==> src/rtl/stream_sink_ctrl_pkg.sv <==
// rtl/stream_sink_ctrl_pkg.sv - shared FSM encoding and rotating first-one search
package stream_sink_ctrl_pkg;

  localparam int MaxInp = 32;

  typedef enum logic [1:0] {
    IDLE   = 2'd0,
    WAIT   = 2'd1,
    ACCEPT = 2'd2
  } state_e;

  // First set bit of valid[n-1:0], scanning upward from start and wrapping.
  function automatic int rr_first(input logic [MaxInp-1:0] valid, input int start, input int n);
    int   idx;
    logic found;
    rr_first = 0;
    found    = 1'b0;
    for (int i = 0; i < MaxInp; i++) begin
      if (i < n && !found) begin
        idx = (start + i) % n;
        if (valid[idx]) begin
          found    = 1'b1;
          rr_first = idx;
        end
      end
    end
  endfunction

endpackage

==> src/rtl/stream_sink_rr_sel.sv <==
// rtl/stream_sink_rr_sel.sv - combinational rotate-priority selector
module stream_sink_rr_sel
  import stream_sink_ctrl_pkg::*;
#(
  parameter int NumInp   = 4,
  parameter int IdxWidth = 2
) (
  input  logic [NumInp-1:0]   valid_i,
  input  logic [IdxWidth-1:0] start_i,
  output logic [IdxWidth-1:0] idx_o,
  output logic                any_o
);

  always_comb begin
    idx_o = IdxWidth'(rr_first(MaxInp'(valid_i), int'(start_i), NumInp));
    any_o = |valid_i;
  end

endmodule

==> src/rtl/stream_sink_ctrl.sv <==
// rtl/stream_sink_ctrl.sv - round-robin drain sink for tied-off stream ports
// STREAM_SINK_CTRL_CNT_EN builds the per-port saturating drop counters.
module stream_sink_ctrl
  import stream_sink_ctrl_pkg::*;
#(
  parameter int NumInp    = 4,
  parameter int DataWidth = 32,
  parameter int CntWidth  = 8,
  parameter int DrainLat  = 0,
  localparam int IdxWidth = (NumInp > 1) ? $clog2(NumInp) : 1
) (
  input  logic                          clk_i,
  input  logic                          rst_ni,
  input  logic                          en_i,
  input  logic                          flush_i,
  input  logic [NumInp-1:0]             valid_i,
  input  logic [NumInp*DataWidth-1:0]   data_i,
  output logic [NumInp-1:0]             ready_o,
  output logic [NumInp-1:0]             seen_o,
  output logic [NumInp*CntWidth-1:0]    drop_cnt_o,
  output logic                          busy_o,
  output logic [IdxWidth-1:0]           last_idx_o
);

  state_e              state_q;
  logic [IdxWidth-1:0] gnt_q, rr_q, rr_next, sel_idx;
  logic                sel_any, hs;
  logic [7:0]          wait_q;
  logic [NumInp-1:0]   seen_q;
  logic                unused_data;

  assign unused_data = ^data_i;

  stream_sink_rr_sel #(.NumInp(NumInp), .IdxWidth(IdxWidth)) u_sel (
    .valid_i (valid_i),
    .start_i (rr_q),
    .idx_o   (sel_idx),
    .any_o   (sel_any)
  );

  always_comb begin
    ready_o = '0;
    if (state_q == ACCEPT && en_i) ready_o = NumInp'(1) << gnt_q;
  end

  assign hs      = |(ready_o & valid_i);
  assign rr_next = (gnt_q == IdxWidth'(NumInp - 1)) ? '0 : gnt_q + IdxWidth'(1);
  assign busy_o  = (state_q != IDLE);
  assign seen_o  = seen_q;

  always_ff @(posedge clk_i or negedge rst_ni) begin
    if (!rst_ni) begin
      state_q    <= IDLE;
      gnt_q      <= '0;
      rr_q       <= '0;
      wait_q     <= '0;
      last_idx_o <= '0;
    end else begin
      case (state_q)
        IDLE: begin
          if (en_i && sel_any) begin
            gnt_q   <= sel_idx;
            wait_q  <= 8'(DrainLat);
            state_q <= (DrainLat == 0) ? ACCEPT : WAIT;
          end
        end
        WAIT: begin
          wait_q <= wait_q - 8'd1;
          if (!en_i)              state_q <= IDLE;
          else if (wait_q == 8'd1) state_q <= ACCEPT;
        end
        ACCEPT: begin
          state_q <= IDLE;
          // An aborted grant leaves rr_q alone so the same port is offered again.
          if (en_i) begin
            rr_q <= rr_next;
            if (hs) last_idx_o <= gnt_q;
          end
        end
        default: state_q <= IDLE;
      endcase
    end
  end

  always_ff @(posedge clk_i or negedge rst_ni) begin
    if (!rst_ni)      seen_q        <= '0;
    else if (flush_i) seen_q        <= '0;
    else if (hs)      seen_q[gnt_q] <= 1'b1;
  end

`ifdef STREAM_SINK_CTRL_CNT_EN
  logic [NumInp-1:0][CntWidth-1:0] cnt_q;

  always_ff @(posedge clk_i or negedge rst_ni) begin
    if (!rst_ni)      cnt_q <= '0;
    else if (flush_i) cnt_q <= '0;
    else if (hs && cnt_q[gnt_q] != '1) cnt_q[gnt_q] <= cnt_q[gnt_q] + CntWidth'(1);
  end

  assign drop_cnt_o = cnt_q;
`else
  assign drop_cnt_o = '0;
`endif

`ifndef SYNTHESIS
  a_ready_onehot: assert property (@(posedge clk_i) disable iff (!rst_ni) $onehot0(ready_o));

  for (genvar i = 0; i < NumInp; i++) begin : g_stable
    a_valid_stable: assert property (@(posedge clk_i) disable iff (!rst_ni)
      valid_i[i] && !ready_o[i] |=> valid_i[i])
      else $warning("port %0d dropped valid before handshake", i);
  end
`endif

endmodule

==> config.mk <==
export PLATFORM = sky130hd
export DESIGN_NAME = stream_sink_ctrl
export DESIGN_NICKNAME = d
export VERILOG_FILES = /design/src/rtl/stream_sink_ctrl_pkg.sv /design/src/rtl/stream_sink_rr_sel.sv /design/src/rtl/stream_sink_ctrl.sv
export SDC_FILE = /design/constraint.sdc
export NUM_CORES = 1
export LEC_CHECK = 0
export CORE_MARGIN = 2
export CORE_UTILIZATION = 19
export CTS_BUF_LIST = sky130_fd_sc_hd__clkbuf_8
export CTS_CLUSTER_DIAMETER = 150
export CTS_CLUSTER_SIZE = 30
export DETAILED_ROUTE_END_ITERATION = 12
export GPL_TIMING_DRIVEN = 1
export PLACE_DENSITY = 0.84
export SYNTH_ARGS = -nofsm -noshare
export SYNTH_HDL_FRONTEND = slang
export SYNTH_SLANG_ARGS = --single-unit
==> constraint.sdc <==
create_clock -name clk_i -period 1.8 [get_ports clk_i]
set_input_delay 0.54 -clock clk_i [delete_from_list [all_inputs] [get_ports clk_i]]
set_output_delay 0.54 -clock clk_i [all_outputs]
set_load 0.05 [all_outputs]
==> impl_metrics.toml <==
[setup_path]
worst_setup_path_start_kind = "flip-flop"
critical_path_required_ns = 1.26
crit_path_cell_trace = "inv_4, ha_4, and3_4, buf_12"
slowest_delay_ns = 0.47
worstPathArrival_ns = 1.28
slowest_stage = "dfrtp_2"
cp-end-kind = "output port"
kind_of_critical_path = "flip-flop to output port"
r2r_start = "gnt_q[0]"
critPathMaxFanout = 4
rr_endpoint = "seen_o[0]"
reg2regPathDepth = 8
r2r_setup_slack_ns = 0.11
cpLargestDelayFamily = "flip-flops"
critical_path.n_buffers_inverters = 2

[timing]
timing.max_slew.rel_slack_pct = 65.9
max_clock_freq_ghz = 0.551
finalSetupTns_ns = -0.0332
worst_slew_pin_slew_ns = 0.510
final_critical_delay_including_setup_and_external_delays_ns = 1.82
report.final.slew_viol_count = 0
finalClockSkew_ns = 0.00336
period_share_pct = 101
rsz0062_at_grt = "true"
finalSetupViolations = 3
finalWorstSetupSlack_ns = -0.0158
report.final.hold_viol_count = 0

[logic_synthesis]
post-synth-top-count-cell = "buf_4"
netlist_area_um2 = 836
post_synth.cell_area_avg_um2 = 9.39
synth_edf_count = 0
synth_top_cells_by_count = "32 x buf_4, 11 x dfrtp_1, 5 x a21oi_1, 5 x nor2_1"
yosysSeqAreaShare_pct = 32.9
synth.area.top_cells = "dfrtp_1 33%, buf_4 29%, ha_1 6.0%"
synthDominantCellAreaShare_pct = 32.9
top_ff_cell_synth = "dfrtp_1"
yosys.cell_types.count = 25
asyncSetResetFlopFracSynth_pct = 100
post-synth-top-area-cell = "dfrtp_1"
yosys_warnings = 0
postSynthCellCount = 89
postSynthRegisterBits = 11

[routing]
routed-via-count = 643
vias_per_cell = 3.70
pre_repair_dr_iteration_count = 4
initial_detailed_routing_violation_count = 16
drc = 0
wl_per_cell_um = 11.5
postRouteAntennaNets = 0
wirelength_routed_mm = 2.00

[place]
finalWeightedCongestion = 0.798
port_buffers = 18
placedInstanceArea_um2 = 1090
place.detailed.hpwl_mm = 1.33

[final_layout]
utilization_pct = 29.2
flow.area_growth_from_synthesis_pct = 50.1
filler_cell_count = 438
n_antenna_cell = 0
post_route_cells_drive_above_1_share_pct = 37.7
final_design_area_no_fill_um2 = 1250
design.final.nets = 263

[power_and_ir_drop]
pwr_density_cell_nw_per_um2 = 1270
power_leakage_nw = 0.570
worst_ir_drop_vdd_mv = 0.812
report.power.total_w = 0.00159

[global_route]
grt_pass1_vias = 608
grt_antenna_before_repair = 0
grt_first_pass_wirelength_mm = 2.94
grt_start_max_net_pins = 12
grt_remaining_overflow = 0
total_grt_usage_pct = 7.49

[floorplan]
rows = 24
boundaryPins = 179
die_h_um = 70.3
initial_utilization_pct = 19.5
coreArea_um2 = 4290
die-area_um2 = 4950
dieWidth_um = 70.3

[status]
failing_checks = "negative setup slack"
run_status = "complete, but fails checks"

[clocking]
cts.root.buffer_cell = "clkbuf_8"
cts_tree = "built"
tritoncts.num_buffers = 3
cts_hold_buf = 0
clock_path_buffers = 2
cts-htree-levels = 1
worst_setup_hold_path_clk_slew_ns = 0.05
clkSinkCount = 11
clk-insertion-delay-late_ns = 0.24

[worst_hold_path]
timing.hold.worst.class = "flip-flop to flip-flop"
min_delay_path_depth = 2
worst_hold_path.endpoint = "seen_o[2]"
worst_hold_startpoint = "seen_o[2]"

[run]
cap_viol_max_count = 0
-- per-stage QoR --
| stage | hold WS (ns) | setup WS [ns] | cells |
|---|---|---|---|
| final | 0.540 | -0.0158 | 174 |
| after global routing | 0.590 | -0.0534 | 174 |
| after CTS | 0.506 | -0.0109 | 172 |
| after detailed placement | 0.495 | -0.202 | 165 |
| after global placement | 0.479 | -0.176 | 165 |
| after floorplan | 0.244 | 0.0338 | 120 |
-- cells in the final DEF (no fill, tap or decap), types with 2 or more instances in the layout --
cell	synthesis	final
a21oi_1	5	5
a22oi_1	2	2
and3_4	0	4
buf_12	0	9
buf_4	32	14
clkbuf_8	0	3
clkdlybuf4s50_1	0	6
conb_1	1	32
dfrtp_1	11	9
dfrtp_2	0	2
ha_4	0	4
inv_4	0	2
mux2_2	4	4
nand2_1	4	4
nand3_1	2	2
nor2_1	5	5
-- worst max-delay path by stage --
stage	from	end	slack, ns	cells after the start
after floorplan	state_q[1]	ready_o[1]	0.03	1
after global placement	en_i	ready_o[2]	-0.18	3
after detailed placement	en_i	ready_o[0]	-0.20	3
after CTS	gnt_q[0]	ready_o[3]	-0.01	3
after global routing	gnt_q[1]	ready_o[0]	-0.05	4
final	gnt_q[1]	ready_o[0]	-0.02	4
-- state kept, by name, indices dropped and copies added, names as in the netlist --
name	count
seen_o	4
gnt_q	2
last_idx_o	2
rr_q	2
state_q	1
-- where the power goes --
group,switching (W),internal [W],total (W)
logic,0.000491,0.000394,0.000886
clock network,0.0000964,0.000152,0.000249
registers,0.000133,0.000323,0.000455
total,0.000721,0.000869,0.00159
-- worst register-to-register path, delay by kind of cell (launching register included) --
family	cells	cell delay, ns
compound gates	3	0.53
flops	1	0.46
buf+inv	3	0.36
fa+ha+maj	1	0.16
simple gates	1	0.06
-- layer usage --
| metal | routed length, µm | share of wire (%) | track usage (%) | vias to the layer above |
|---|---|---|---|---|
| li1 | - | - | - | 309 |
| met1 | 771 | 39 | 8.83 | 313 |
| met2 | 1120 | 56 | 12.2 | 17 |
| met3 | 77 | 3.9 | 1.73 | 4 |
| met4 | 21 | 1.1 | 4.70 | 0 |
| met5 | 0 | 0 | 0 | - |
-- logic make-up after synthesis --
family                     synth area share, %
adders and majority gates                 5.99
buffers and inverters                     29.6
and+or+nand+nor                           14.2
other                                    0.449
AOI/OAI and AO/OA                         10.2
DFF                                       32.9
muxes                                     6.59
-- cell type report --
cell class,count,area [µm²],area share (%)
multi-input combinational,75,499,39.8
timing repair buffer,30,354,28.2
sequential,11,278,22.1
tap,52,65.1,5.18
clock buffer,3,41.3,3.29
inverter,2,12.5,0.997
clock inverter,1,5.00,0.399
-- repair_timing --
action	CTS	global route
buffers inserted	3	2
setup endpoints to repair	4	4
gates resized for setup	18	1
pin swaps	1	1
(Power assumes the default switching activity.)
